===== src/rtl/wb_stream_reader_cfg_if.sv =====
// Wishbone B3 classic slave bus bundle for the stream reader config block.
// Latency: none (wires only).
// Backpressure: none here; the slave terminates each request with ack or err.
interface wb_stream_reader_cfg_if #(
  parameter int WB_AW = 32,
  parameter int WB_DW = 32
);
  logic [WB_AW-1:0]   wbs_adr_i;
  logic [WB_DW-1:0]   wbs_dat_i;
  logic [WB_DW/8-1:0] wbs_sel_i;
  logic               wbs_we_i;
  logic               wbs_cyc_i;
  logic               wbs_stb_i;
  logic [2:0]         wbs_cti_i;
  logic [1:0]         wbs_bte_i;
  logic [WB_DW-1:0]   wbs_dat_o;
  logic               wbs_ack_o;
  logic               wbs_err_o;
  logic               wbs_rty_o;

  modport slave (
    input  wbs_adr_i, wbs_dat_i, wbs_sel_i, wbs_we_i, wbs_cyc_i, wbs_stb_i,
           wbs_cti_i, wbs_bte_i,
    output wbs_dat_o, wbs_ack_o, wbs_err_o, wbs_rty_o
  );

  modport master (
    output wbs_adr_i, wbs_dat_i, wbs_sel_i, wbs_we_i, wbs_cyc_i, wbs_stb_i,
           wbs_cti_i, wbs_bte_i,
    input  wbs_dat_o, wbs_ack_o, wbs_err_o, wbs_rty_o
  );
endinterface


===== src/rtl/wb_stream_reader_cfg.sv =====
// Wishbone register block configuring/monitoring the stream reader DMA core.
// Latency: one wait state; ack/err and read data registered the cycle after the request.
// Backpressure: back-to-back requests terminate every other cycle; rty is never used.
module wb_stream_reader_cfg #(
  parameter int WB_AW = 32,
  parameter int WB_DW = 32
) (
  input  logic                 wb_clk_i,
  input  logic                 wb_rst_ni,
  wb_stream_reader_cfg_if.slave wb,
  input  logic                 word_done,
  input  logic                 busy,
  output logic                 enable,
  output logic [WB_AW-1:0]     start_adr,
  output logic [WB_AW-1:0]     buf_size,
  output logic [WB_AW-1:0]     burst_size,
  output logic                 irq
);

  localparam int SW = WB_DW / 8;

  typedef enum logic [2:0] {
    REG_CTRL   = 3'd0,
    REG_STATUS = 3'd1,
    REG_START  = 3'd2,
    REG_BUF    = 3'd3,
    REG_BURST  = 3'd4,
    REG_CNT    = 3'd5
  } reg_e;

  logic             irq_en;
  logic             irq_pend;
  logic [WB_AW-1:0] word_cnt;

  logic             req;
  logic [2:0]       off;
  logic             mapped;
  logic             wr;
  logic             rd;
  logic [WB_DW-1:0] rdata;
  logic [WB_AW:0]   cnt_inc;
  logic             cnt_step;
  logic             wrap;
  logic             en_rise;
  logic             pend_clr;
  logic             unused_ok;

  // Byte-lane merge of write data into the current register value.
  function automatic logic [WB_DW-1:0] merge(input logic [WB_DW-1:0] old,
                                             input logic [WB_DW-1:0] din,
                                             input logic [SW-1:0]    sel);
    logic [WB_DW-1:0] r;
    r = old;
    for (int i = 0; i < SW; i++) begin
      if (sel[i]) r[8*i +: 8] = din[8*i +: 8];
    end
    return r;
  endfunction

  // A new request is only accepted while no termination is already showing.
  assign req    = wb.wbs_cyc_i & wb.wbs_stb_i & ~wb.wbs_ack_o & ~wb.wbs_err_o;
  assign off    = wb.wbs_adr_i[4:2];
  assign mapped = (off <= 3'd5);
  assign wr     = req & wb.wbs_we_i & mapped;
  assign rd     = req & ~wb.wbs_we_i & mapped;

  assign wb.wbs_rty_o = 1'b0;

  // cti/bte are ignored (classic only) and only address bits [4:2] decode.
  assign unused_ok = ^{wb.wbs_cti_i, wb.wbs_bte_i,
                       wb.wbs_adr_i[WB_AW-1:5], wb.wbs_adr_i[1:0]};

  // Read mux for the six mapped registers.
  always_comb begin
    rdata = '0;
    case (off)
      REG_CTRL:   rdata = WB_DW'({irq_en, enable});
      REG_STATUS: rdata = WB_DW'({irq_pend, busy});
      REG_START:  rdata = WB_DW'(start_adr);
      REG_BUF:    rdata = WB_DW'(buf_size);
      REG_BURST:  rdata = WB_DW'(burst_size);
      REG_CNT:    rdata = WB_DW'(word_cnt);
      default:    rdata = '0;
    endcase
  end

  // Counter step, wrap detection and control-side events for this cycle.
  always_comb begin
    cnt_inc  = {1'b0, word_cnt} + 1'b1;
    cnt_step = enable & word_done;
    wrap     = cnt_step & (buf_size != '0) & (cnt_inc >= {1'b0, buf_size});
    en_rise  = wr & (off == REG_CTRL) & wb.wbs_sel_i[0] & wb.wbs_dat_i[0] & ~enable;
    pend_clr = wr & (off == REG_STATUS) & wb.wbs_sel_i[0] & wb.wbs_dat_i[1];
  end

  // Bus termination: exactly one of ack/err for one cycle; data only on reads.
  always_ff @(posedge wb_clk_i) begin
    if (!wb_rst_ni) begin
      wb.wbs_ack_o <= 1'b0;
      wb.wbs_err_o <= 1'b0;
      wb.wbs_dat_o <= '0;
    end else begin
      wb.wbs_ack_o <= req & mapped;
      wb.wbs_err_o <= req & ~mapped;
      wb.wbs_dat_o <= rd ? rdata : '0;
    end
  end

  // Configuration registers written through byte lanes; unmapped writes do nothing.
  always_ff @(posedge wb_clk_i) begin
    if (!wb_rst_ni) begin
      enable     <= 1'b0;
      irq_en     <= 1'b0;
      start_adr  <= '0;
      buf_size   <= WB_AW'(8);
      burst_size <= WB_AW'(4);
    end else if (wr) begin
      case (off)
        REG_CTRL: begin
          if (wb.wbs_sel_i[0]) begin
            enable <= wb.wbs_dat_i[0];
            irq_en <= wb.wbs_dat_i[1];
          end
        end
        REG_START: start_adr  <= WB_AW'(merge(WB_DW'(start_adr),  wb.wbs_dat_i, wb.wbs_sel_i));
        REG_BUF:   buf_size   <= WB_AW'(merge(WB_DW'(buf_size),   wb.wbs_dat_i, wb.wbs_sel_i));
        REG_BURST: burst_size <= WB_AW'(merge(WB_DW'(burst_size), wb.wbs_dat_i, wb.wbs_sel_i));
        default: ;
      endcase
    end
  end

  // Word counter with buffer wrap; a wrap sets irq_pend and beats a same-cycle clear.
  always_ff @(posedge wb_clk_i) begin
    if (!wb_rst_ni) begin
      word_cnt <= '0;
      irq_pend <= 1'b0;
    end else begin
      if (en_rise)       word_cnt <= '0;
      else if (wrap)     word_cnt <= '0;
      else if (cnt_step) word_cnt <= cnt_inc[WB_AW-1:0];

      if (wrap)          irq_pend <= 1'b1;
      else if (pend_clr) irq_pend <= 1'b0;
    end
  end

  // Interrupt output, registered one cycle behind the pending flag.
  always_ff @(posedge wb_clk_i) begin
    if (!wb_rst_ni) irq <= 1'b0;
    else            irq <= irq_pend & irq_en;
  end

endmodule


===== src/flat_wrapper.sv =====
// flat-port wrapper written by rule: the top's interface ports become plain ports
module wb_stream_reader_cfg_flat 
#(
  parameter int WB_AW = 32,
  parameter int WB_DW = 32
)
  (wb_clk_i, wb_rst_ni, word_done, busy, enable, start_adr, buf_size, burst_size, irq, wb_wbs_adr_i, wb_wbs_dat_i, wb_wbs_sel_i, wb_wbs_we_i, wb_wbs_cyc_i, wb_wbs_stb_i, wb_wbs_cti_i, wb_wbs_bte_i, wb_wbs_dat_o, wb_wbs_ack_o, wb_wbs_err_o, wb_wbs_rty_o);
  wb_stream_reader_cfg_if #(.WB_AW(WB_AW), .WB_DW(WB_DW)) wb_i ();
  input  logic wb_clk_i;
  input  logic wb_rst_ni;
  input  logic word_done;
  input  logic busy;
  output logic enable;
  output logic [WB_AW-1:0] start_adr;
  output logic [WB_AW-1:0] buf_size;
  output logic [WB_AW-1:0] burst_size;
  output logic irq;
  input wire logic [$bits(wb_i.wbs_adr_i)-1:0] wb_wbs_adr_i;
  input wire logic [$bits(wb_i.wbs_dat_i)-1:0] wb_wbs_dat_i;
  input wire logic [$bits(wb_i.wbs_sel_i)-1:0] wb_wbs_sel_i;
  input wire logic [$bits(wb_i.wbs_we_i)-1:0] wb_wbs_we_i;
  input wire logic [$bits(wb_i.wbs_cyc_i)-1:0] wb_wbs_cyc_i;
  input wire logic [$bits(wb_i.wbs_stb_i)-1:0] wb_wbs_stb_i;
  input wire logic [$bits(wb_i.wbs_cti_i)-1:0] wb_wbs_cti_i;
  input wire logic [$bits(wb_i.wbs_bte_i)-1:0] wb_wbs_bte_i;
  output wire logic [$bits(wb_i.wbs_dat_o)-1:0] wb_wbs_dat_o;
  output wire logic [$bits(wb_i.wbs_ack_o)-1:0] wb_wbs_ack_o;
  output wire logic [$bits(wb_i.wbs_err_o)-1:0] wb_wbs_err_o;
  output wire logic [$bits(wb_i.wbs_rty_o)-1:0] wb_wbs_rty_o;
  assign wb_i.wbs_adr_i = wb_wbs_adr_i;
  assign wb_i.wbs_dat_i = wb_wbs_dat_i;
  assign wb_i.wbs_sel_i = wb_wbs_sel_i;
  assign wb_i.wbs_we_i = wb_wbs_we_i;
  assign wb_i.wbs_cyc_i = wb_wbs_cyc_i;
  assign wb_i.wbs_stb_i = wb_wbs_stb_i;
  assign wb_i.wbs_cti_i = wb_wbs_cti_i;
  assign wb_i.wbs_bte_i = wb_wbs_bte_i;
  assign wb_wbs_dat_o = wb_i.wbs_dat_o;
  assign wb_wbs_ack_o = wb_i.wbs_ack_o;
  assign wb_wbs_err_o = wb_i.wbs_err_o;
  assign wb_wbs_rty_o = wb_i.wbs_rty_o;
  wb_stream_reader_cfg #(.WB_AW(WB_AW), .WB_DW(WB_DW)) u_core (.wb_clk_i(wb_clk_i), .wb_rst_ni(wb_rst_ni), .wb(wb_i), .word_done(word_done), .busy(busy), .enable(enable), .start_adr(start_adr), .buf_size(buf_size), .burst_size(burst_size), .irq(irq));
endmodule

===== config.mk =====
export PLATFORM = sky130hd
export DESIGN_NAME = wb_stream_reader_cfg_flat
export DESIGN_NICKNAME = d
export VERILOG_FILES = /design/src/rtl/wb_stream_reader_cfg_if.sv /design/src/rtl/wb_stream_reader_cfg.sv /design/src/flat_wrapper.sv
export SDC_FILE = /design/constraint.sdc
export NUM_CORES = 1
export LEC_CHECK = 0
export ABC_AREA = 1
export ABC_CLOCK_PERIOD_IN_PS = 4000
export BUFFER_PORTS_ARGS = -buffer_cell sky130_fd_sc_hd__buf_2
export CAP_MARGIN = 20
export CORE_MARGIN = 10
export CORE_UTILIZATION = 30
export CTS_CLUSTER_SIZE = 10
export DETAILED_ROUTE_END_ITERATION = 10
export PLACE_DENSITY = 0.52
export SYNTH_ARGS = -nofsm -noshare
export SYNTH_HDL_FRONTEND = slang
export SYNTH_SLANG_ARGS = --single-unit

===== constraint.sdc =====
create_clock -name wb_clk_i -period 4 [get_ports wb_clk_i]
set_clock_uncertainty 0.2 [all_clocks]
set_input_delay 0.4 -clock wb_clk_i [delete_from_list [all_inputs] [get_ports wb_clk_i]]
set_output_delay 0.4 -clock wb_clk_i [all_outputs]
set_load 0.01 [all_outputs]

==> results of run 1 <==
[worst reg2reg max path, stage by stage, from the launching register on]
cell and delay (ps):
dfxtp_1 420, ha_1 230, nand2_2 80, nor2_4 190
nand2_4 110, nor2_8 190, nand3_1 160, nor2_1 110
nand2_1 70, and2_1 160, ha_1 280, nand2_1 60
nor2_1 220, nand2_1 80, nor2_1 110, nand2_1 60
nand3_1 60, nor2_1 40, nand3_1 120, nand2_2 80
nand2_4 70, buf_12 280, nor2_4 60
[layout make-up]
type	instances	share of cell area [%]
multi-input cells	714	40.5
clock inverters	15	1.56
repair buffers	189	9.78
diodes	3	0.0743
well taps	372	4.61
flip-flops and latches	166	32.9
inverters	171	6.35
clock buffers	17	4.21
[layer usage]
layer  vias to the layer above  share of wire, %
met3                        30               6.2
met1                      3597                47
met4                         6               1.5
met2                       198                46
li1                       3966                 -
met5                         -              0.11
[sequential cells by signal, summed over array words and instances (netlist names)]
signal and count:
u_core.wb.wbs_dat_o 32, u_core.word_cnt 32, u_core.buf_size 32, u_core.start_adr 32, u_core.burst_size 32, u_core.irq_pend 1
u_core.irq_en 1, u_core.wb.wbs_ack_o 1, u_core.irq 1, u_core.enable 1, u_core.wb.wbs_err_o 1
[cell usage after synthesis (all sizes together)]
cell | count | area share, %
and2 | 5 | 0.38
nor2 | 125 | 8.9
nor3 | 16 | 1.2
mux2i | 1 | 0.12
a221oi | 31 | 3.3
clkbuf | 33 | 1.5
o21bai | 1 | 0.091
xor2 | 23 | 2.4
clkinv | 1 | 0.045
conb | 1 | 0.045
a21o | 3 | 0.27
a22oi | 1 | 0.091
nor4 | 4 | 0.30
inv | 170 | 7.7
buf | 14 | 1.3
a21oi | 100 | 6.0
o22ai | 31 | 2.3
a31oi | 3 | 0.23
dfxtp | 166 | 40
o21ai | 126 | 7.7
nand3 | 50 | 3.1
nand2 | 148 | 7.0
ha | 33 | 5.0
nand4 | 12 | 0.91
[per-stage QoR]
step	hold slack, ps	utilization [%]	instances	setup WS [ps]
finish	32.4	37.3	1647	441
floorplan	223	-	1098	969
global placement	246	35.1	1612	476
global route	35.0	37.3	1644	87.6
detailed placement	243	35.1	1612	456
CTS	18.3	37.3	1644	436
[how the worst min path moves through the flow]
stage,start,endpoint,cells past startpoint
6_report,wb_wbs_dat_i[3],u_core.buf_size[3],3
5_1_grt,wb_wbs_dat_i[2],u_core.burst_size[2],3
4_1_cts,wb_wbs_dat_i[2],u_core.burst_size[2],3
3_5_place_dp,u_core.irq_en,u_core.irq,2
3_3_place_gp,u_core.start_adr[10],u_core.start_adr[10],2
2_1_floorplan,u_core.irq_pend,u_core.irq,2
[layout by cell type, fill, tap and decap left out, types with 2 or more instances in the layout]
| cell type | count |
|---|---|
| o21ai_1 | 3 |
| dfxtp_1 | 166 |
| inv_1 | 163 |
| clkbuf_16 | 17 |
| nand4_1 | 12 |
| nor2_1 | 86 |
| o22ai_1 | 31 |
| inv_6 | 4 |
| o21ai_0 | 122 |
| nand2_4 | 3 |
| nor4_1 | 4 |
| nand2_2 | 2 |
| a221oi_1 | 31 |
| diode_2 | 3 |
| nor2_4 | 32 |
| a31oi_1 | 3 |
| ha_1 | 33 |
| buf_2 | 177 |
| nand3_2 | 2 |
| a21o_1 | 3 |
| nand2_1 | 143 |
| inv_8 | 5 |
| inv_2 | 7 |
| nand3_1 | 48 |
| clkinv_8 | 2 |
| xor2_1 | 23 |
| and2_1 | 5 |
| clkinv_4 | 3 |
| nor2_2 | 6 |
| nor3_1 | 14 |
| buf_4 | 11 |
| a21oi_1 | 100 |
[cells by family after synthesis]
| family | Yosys count |
|---|---|
| AND/OR/NAND/NOR | 360 |
| flip-flops | 166 |
| multiplexers | 1 |
| XOR/XNOR | 23 |
| other | 1 |
| AO/OA/AOI/OAI | 296 |
| buffers and inverters | 218 |
| adder cells (fa/ha/maj) | 33 |
[power by group]
| group | leakage (nW) | internal, W | total [W] | switching (W) |
|---|---|---|---|---|
| clock network | 0.284 | 0.000837 | 0.00165 | 0.000817 |
| registers | 1.34 | 0.00166 | 0.00166 | 0.00000575 |
| logic | 2.77 | 0.0000513 | 0.000172 | 0.000121 |
| total | 4.39 | 0.00255 | 0.00349 | 0.000944 |
==> flow_summary_export.csv, run 1 <==
group,metric,value,unit
outcome,status,"complete, no violations",
place,portBuffers,177,
setup_path,crit_buf_inv,1,
timing,setup_viol,0,
synthesis,synth_compound_area_share,20.0,%
place,hpwl,22.9,mm
setup_path,reg2reg_from,"u_core.word_cnt[0]",
route,drt_iter0_markers,497,
timing,slew-limit-headroom,36.7,%
route,drt-total-wl,29.9,mm
clock_network,clk_path_buf_depth,2,
timing,rsz0062_at_grt,"false",
global_route,use_met2,27.3,%
clock_network,cts_resized,0,
setup_path,crit_path_end_kind,"register",
clock_network,cts_buffers,17,
layout,fillers,2881,
min_path,hp-class,"in -> reg",
route,remaining_drc_errors,0,
global_route,globalRouteTotalUtil,17.3,%
global_route,globalRoute.busiestLayer,"met2",
route,dr.pass1.iters,7,
synthesis,synth_seq_cells,166,
synthesis,synth.avg_cell_area,7.55,um^2
global_route,met3_usage,4.60,%
global_route,grt_pass1_wl,46.0,mm
layout,multiInputGateArea,4100,um^2
setup_path,critPathMaxStageDelay,420,ps
floorplan,core.rowCount,60,
setup_path,r2r_end,"u_core.word_cnt[14]",
timing,hold_viol,0,
synthesis,synth_fp_nets,1211,
clock_network,cts_hold_buf,0,
global_route,antenna_found_initial,5,
clock_network,htreeDepth,4,
setup_path,worstSetupStartpointType,"register",
synthesis,ys_seq_area_share,40.1,%
clock_network,clkLatencyLatePin,450,ps
global_route,grt_max_degree,102,
timing,slew_viol_final,0,
power,p_per_area,345,nW/um^2
floorplan,initial_core_util,30.6,%
floorplan,core,27100,um^2
route,vias_per_cell,4.73,
synthesis,syn-cell-area,8290,um^2
synthesis,synth-warning-count,0,
timing,max_freq,281,MHz
setup_path,cp.depth,22,
setup_path,crit_family,"simple AND/OR/NAND/NOR gates",
global_route,gr-usage-met1,22.7,%
clock_network,cts_tree,"built",
clock_network,root_buffer,"clkbuf_16",
global_route,grt_pass1_vias,7882,
global_route,grt-ovfl-total,0,
route,vias,7797,
timing,finalSetupTns,0,ps
timing,period_minus_slack,3560,ps
layout,drive_above_1_share,21.8,%
clock_network,postCtsSetupBuffers,0,
setup_path,crit_required,4120,ps
power,p_leak,4.39,nW
setup_path,crit_path_end,"u_core.word_cnt[14]",
floorplan,die_w,186,um
floorplan,ioPinCount,213,
layout,area_growth,22.0,%
clock_network,cts_num_sinks,166,
setup_path,path_cells,"ha_1 > nand2_2 > nor2_4 > nand2_4 > nor2_8 > nand3_1 > nor2_1 > nand2_1 > and2_1 > ha_1 > nand2_1 > nor2_1 > nand2_1 > nor2_1 > nand2_1 > nand3_1 > nor2_1 > nand3_1 > nand2_2 > nand2_4 > buf_12 > nor2_4",
route,ant_nets,0,
layout,regArea,3320,um^2
synthesis,synth-xor-area-share,2.43,%
setup_path,crit_start,"u_core.word_cnt[0]",
power,peakVddDrop,0.264,mV
setup_path,reg2reg_depth,22,
route,wl_per_cell,18.2,um
synthesis,synth_fa_ha_area_share,4.98,%
floorplan,fp.dieH,186,um
synthesis,synthCells,1098,
layout,final_cell_area,10100,um^2
synthesis,synth_top_family_by_area,"simple AND/OR/NAND/NOR gates",
job,cap_viol_max_count,0,
synthesis,synth-simple-area-share,21.8,%
setup_path,cp_max_fo,23,
layout,layout.nets,1372,
place,postPlaceCellArea,9520,um^2
synthesis,synth_mux_area_share,0.121,%
floorplan,die_area,34700,um^2
place,place_congestion,0.874,
setup_path,crit_type,"reg -> reg",
clock_network,path_clk_slew,70,ps
setup_path,arrival,3670,ps
power,finalPower,0.00349,W
timing,worstMarginPinSlew,949,ps
setup_path,slowest_stage,"dfxtp_1",
synthesis,ys_types,38,
timing,finalCritPeriodShare,89.0,%
setup_path,ff2ff_setup_slack,440,ps
(Power assumes the default switching activity.)
==> run 2, diff against run 1 <==
Settings changed: CELL_PAD_IN_SITES_DETAIL_PLACEMENT set to 0, CELL_PAD_IN_SITES_GLOBAL_PLACEMENT set to 1, PLACE_DENSITY 0.52 to 0.68.
==> flow_summary_export.csv, run 2 (synthesis results as in run 1) <==
group,metric,value,unit
job,cap_viol_max_count,0,
clock_network,postCtsSetupBuffers,0,
timing,rsz0062_at_grt,"false",
timing,max_freq,277,MHz
clock_network,clkLatencyLatePin,450,ps
power,p_leak,4.42,nW
layout,layout.nets,1376,
clock_network,cts_tree,"built",
timing,finalCritPeriodShare,90.2,%
setup_path,arrival,3730,ps
floorplan,core,27100,um^2
place,place_congestion,0.874,
floorplan,ioPinCount,213,
route,drt-total-wl,29.8,mm
setup_path,critPathMaxStageDelay,430,ps
timing,slew_viol_final,0,
timing,finalSetupTns,0,ps
setup_path,crit_required,4120,ps
global_route,grt-ovfl-total,0,
global_route,grt_pass1_vias,7830,
place,portBuffers,177,
route,wl_per_cell,18.1,um
layout,area_growth,22.5,%
setup_path,crit_path_end_kind,"register",
route,vias,7852,
timing,period_minus_slack,3610,ps
outcome,status,"complete, no violations",
floorplan,fp.dieH,186,um
clock_network,htreeDepth,4,
route,ant_nets,0,
global_route,globalRouteTotalUtil,17.4,%
clock_network,root_buffer,"clkbuf_16",
setup_path,cp_max_fo,24,
layout,fillers,2936,
layout,final_common_cell,"buf_2",
floorplan,core.rowCount,60,
floorplan,initial_core_util,30.6,%
floorplan,die_w,186,um
power,peakVddDrop,0.268,mV
power,p_per_area,346,nW/um^2
route,remaining_drc_errors,0,
place,placed_cells,1616,
place,hpwl,23.0,mm
min_path,hp-class,"in -> reg",
setup_path,crit_family,"simple AND/OR/NAND/NOR gates",
clock_network,path_clk_slew,90,ps
layout,fin_cells,1651,
setup_path,crit_buf_inv,1,
timing,worstMarginPinSlew,791,ps
clock_network,cts_buffers,17,
route,drt_iter0_markers,479,
setup_path,crit_top_cell,"nor2_1",
clock_network,cts_resized,0,
layout,final_cell_area,10100,um^2
global_route,grt_pass1_wl,46.2,mm
layout,layout_common_cells,"buf_2, dfxtp_1, inv_1",
global_route,antenna_found_initial,4,
floorplan,die_area,34700,um^2
place,place_ws,396,ps
setup_path,worstSetupStartpointType,"register",
route,dr.pass1.iters,5,
place,postPlaceCellArea,9550,um^2
timing,timing.final.ws_setup,392,ps
global_route,grt_max_degree,66,
timing,setup_viol,0,
clock_network,cts_hold_buf,0,
route,vias_per_cell,4.76,
layout,drive_above_1_share,22.0,%
setup_path,crit_type,"reg -> reg",
clock_network,clk_path_buf_depth,2,
setup_path,path_cells,"ha_1 > nand2_2 > nor2_4 > nand2_4 > nor2_8 > nand3_1 > nor2_1 > nand2_1 > and2_1 > ha_1 > nand2_1 > nor2_1 > nand2_1 > nor2_1 > nand2_1 > nand3_1 > nor2_1 > nand3_1 > nand2_2 > nand2_4 > buf_12 > nor2_1",
clock_network,cts_num_sinks,166,
timing,hold_viol,0,
timing,slew-limit-headroom,47.1,%
setup_path,slowest_stage,"dfxtp_1",
run 2: cell count changes in the layout (fill, tap and decap cells not counted), sizes merged:
| cell | before | now |
|---|---|---|
| buf | 189 | 193 |
| clkinv | 6 | 5 |
| inv | 179 | 180 |
run 2: through the flow:
stage	hold slack (ps)	utilization [%]	power [W]
after detailed placement	246	35.2	0.00188
after global placement	247	35.2	0.00187
after global routing	29.6	37.4	0.00363
final	17.1	37.4	0.00351
after floorplan	223	-	0.00180
after CTS	13.2	37.4	0.00355
run 2: final cells by class:
class,instances,area [um^2],area share (%)
Clock inverter,15,170,1.68
Clock buffer,17,425,4.19
Sequential cell,166,3320,32.7
Tap cell,372,465,4.59
Inverter,171,642,6.32
Multi-Input combinational cell,714,4100,40.4
Antenna cell,3,7.51,0.0740
Timing Repair Buffer,193,1020,10.0
run 2: final timing paths:
check	start	endpoint	slack [ps]	cells after the start
setup / recovery	u_core.word_cnt[0]	u_core.word_cnt[31]	390	22
hold / removal	wb_wbs_dat_i[2]	u_core.burst_size[2]	20	3
setup reg to reg	u_core.word_cnt[0]	u_core.word_cnt[31]	390	22
hold reg to reg	u_core.start_adr[28]	u_core.start_adr[28]	260	2
run 2: per-layer routing:
layer  vias up  GRT usage, %  routed length [um]
li1       3977             -                   -
met1      3657          22.5               13700
met2       193          28.2               13900
met3        21          5.03                1940
met4         4          3.58                 251
met5         -             0                  21
run 2: worst reg2reg max path: stages, from the launching register on:
cell and delay, ps:
dfxtp_1 430, ha_1 240, nand2_2 90, nor2_4 190, nand2_4 110, nor2_8 190
nand3_1 160, nor2_1 110, nand2_1 60, and2_1 160, ha_1 280, nand2_1 60
nor2_1 250, nand2_1 80, nor2_1 110, nand2_1 50, nand3_1 60, nor2_1 40
nand3_1 120, nand2_2 80, nand2_4 70, buf_12 280, nor2_1 70
run 2: power by group:
| group | internal (W) | total, W | switching, W |
|---|---|---|---|
| Sequential | 0.00166 | 0.00166 | 0.00000566 |
| Clock | 0.000847 | 0.00168 | 0.000832 |
| Combinational | 0.0000515 | 0.000172 | 0.000121 |
| Total | 0.00256 | 0.00351 | 0.000958 |
==> run 3, diff against run 2 <==
Settings changed: RECOVER_POWER set to 50.
==> flow_summary_export.csv, run 3 (synthesis results as in run 1) <==
group,metric,value,unit
clock_network,cts_hold_buf,0,
power,p_per_area,353,nW/um^2
timing,rsz0062_at_grt,"false",
setup_path,slowest_stage,"dfxtp_1",
global_route,globalRouteTotalUtil,17.4,%
global_route,met3_usage,5.03,%
route,vias_per_cell,4.73,
floorplan,core,27100,um^2
floorplan,core.rowCount,60,
floorplan,fp.dieH,186,um
route,wl_per_cell,18.0,um
global_route,grt_max_degree,66,
place,hpwl,23.0,mm
global_route,grt-ovfl-total,0,
global_route,use_met2,28.2,%
timing,finalSetupTns,0,ps
setup_path,crit_required,4130,ps
outcome,status,"finished with violations",
setup_path,worstSetupStartpointType,"register",
clock_network,postCtsSetupBuffers,0,
layout,fin_cells,1651,
outcome,violations,"max-capacitance violations, max-slew violations",
clock_network,cts_resized,0,
place,placed_cells,1616,
clock_network,htreeDepth,4,
route,remaining_drc_errors,0,
power,peakVddDrop,0.270,mV
power,power_frac_comb,4.9,%
clock_network,root_buffer,"clkbuf_16",
global_route,grt_pass1_vias,7830,
layout,area_growth,20.4,%
route,drt-total-wl,29.7,mm
layout,final_common_cell,"dfxtp_1",
layout,drive_above_1_share,11.4,%
global_route,antenna_found_initial,4,
layout,utilization,36.8,%
route,drt_iter0_markers,481,
setup_path,critPathMaxStageDelay,430,ps
clock_network,cts_buffers,17,
clock_network,clkLatencyLatePin,450,ps
route,dr.pass1.iters,5,
setup_path,crit_family,"simple AND/OR/NAND/NOR gates",
global_route,grt_pass1_wl,46.2,mm
power,p_seq_share,47.3,%
min_path,hp-class,"in -> reg",
timing,slew-limit-headroom,-68.7,%
timing,max_freq,277,MHz
global_route,globalRoute.busiestLayer,"met2",
power,sw_frac_of_total,27.3,%
layout,layout.nets,1376,
timing,period_minus_slack,3610,ps
clock_network,cts_tree,"built",
setup_path,cp.depth,22,
job,cap_viol_max_count,2,
power,internal-power,0.00256,W
power,p_leak,3.83,nW
floorplan,ioPinCount,213,
setup_path,crit_type,"reg -> reg",
global_route,gr-usage-met1,22.5,%
place,portBuffers,177,
clock_network,clk_path_buf_depth,2,
floorplan,initial_core_util,30.6,%
power,finalPower,0.00352,W
timing,slew_viol_final,99,
clock_network,cts_num_sinks,166,
setup_path,crit_path_end_kind,"register",
place,place_congestion,0.874,
route,vias,7811,
timing,hold_viol,0,
power,pwr-share-clk,47.8,%
layout,layout_common_cells,"dfxtp_1, inv_1, nand2_1",
setup_path,crit_buf_inv,1,
setup_path,reg2reg_depth,22,
setup_path,path_cells,"ha_1 > nand2_2 > nor2_4 > nand2_4 > nor2_8 > nand3_1 > nor2_1 > nand2_1 > and2_1 > ha_1 > nand2_1 > nor2_1 > nand2_1 > nor2_1 > nand2_1 > nand3_1 > nor2_1 > nand3_1 > nand2_2 > nand2_4 > buf_12 > nor2_1",
setup_path,arrival,3740,ps
floorplan,die_area,34700,um^2
setup_path,cp_max_fo,24,
timing,worstMarginPinSlew,2530,ps
timing,finalCritPeriodShare,90.3,%
floorplan,die_w,186,um
route,ant_nets,0,
clock_network,path_clk_slew,80,ps
power,p_switching,0.000961,W
min_path,hold_depth,3,
timing,setup_viol,0,
setup_path,crit_top_cell,"nor2_1",
-- run 3: cell count changes in the layout (fill, tap and decap cells not counted) --
| cell | previous run | this run |
|---|---|---|
| buf_2 | 177 | 44 |
| buf_4 | 15 | 13 |
| clkbuf_1 | 0 | 135 |
-- run 3: metrics by stage --
stage	area, um^2	hold slack (ps)	worst slack [ps]
2_1_floorplan	8290	223	969
3_3_place_gp	9550	247	439
3_5_place_dp	9550	246	396
4_1_cts	10100	13.2	372
5_1_grt	9970	29.6	13.9
6_report	9970	15.0	390
-- run 3: power by group through the flow --
stage	Combinational, W	Sequential, W	Clock [W]
2_1_floorplan	0.0000965	0.00170	0
3_3_place_gp	0.000172	0.00170	0
3_5_place_dp	0.000173	0.00170	0
4_1_cts	0.000173	0.00166	0.00171
5_1_grt	0.000192	0.00166	0.00178
6_report	0.000171	0.00166	0.00168
-- run 3: worst paths after layout --
| path | start | end | slack [ps] |
|---|---|---|---|
| worst min-delay path | wb_wbs_dat_i[2] | u_core.burst_size[2] | 20 |
| worst max-delay path | u_core.word_cnt[0] | u_core.word_cnt[31] | 390 |
| worst min register to register | u_core.start_adr[25] | u_core.start_adr[25] | 260 |
| worst max register to register | u_core.word_cnt[0] | u_core.word_cnt[31] | 390 |
-- run 3: worst register-to-register path: cells and delay by family (launching register included) --
family	cells	cell delay, ps
buf+inv	1	280
simple gates	19	2050
flops	1	430
fa+ha+maj	2	520
-- run 3: area by class of cell --
cell class / instances / area, um^2
Tap cell: 372 / 465
Clock inverter: 15 / 170
Clock buffer: 17 / 425
Multi-Input combinational cell: 714 / 4100
Fill cell: 2993 / 17100
Timing Repair Buffer: 193 / 845
Antenna cell: 3 / 7.51
Sequential cell: 166 / 3320
Inverter: 171 / 642
-- run 3: per-layer routing --
metal	wire, um	vias up
li1	-	3977
met1	13900	3651
met2	13900	156
met3	1670	23
met4	296	4
met5	21	-
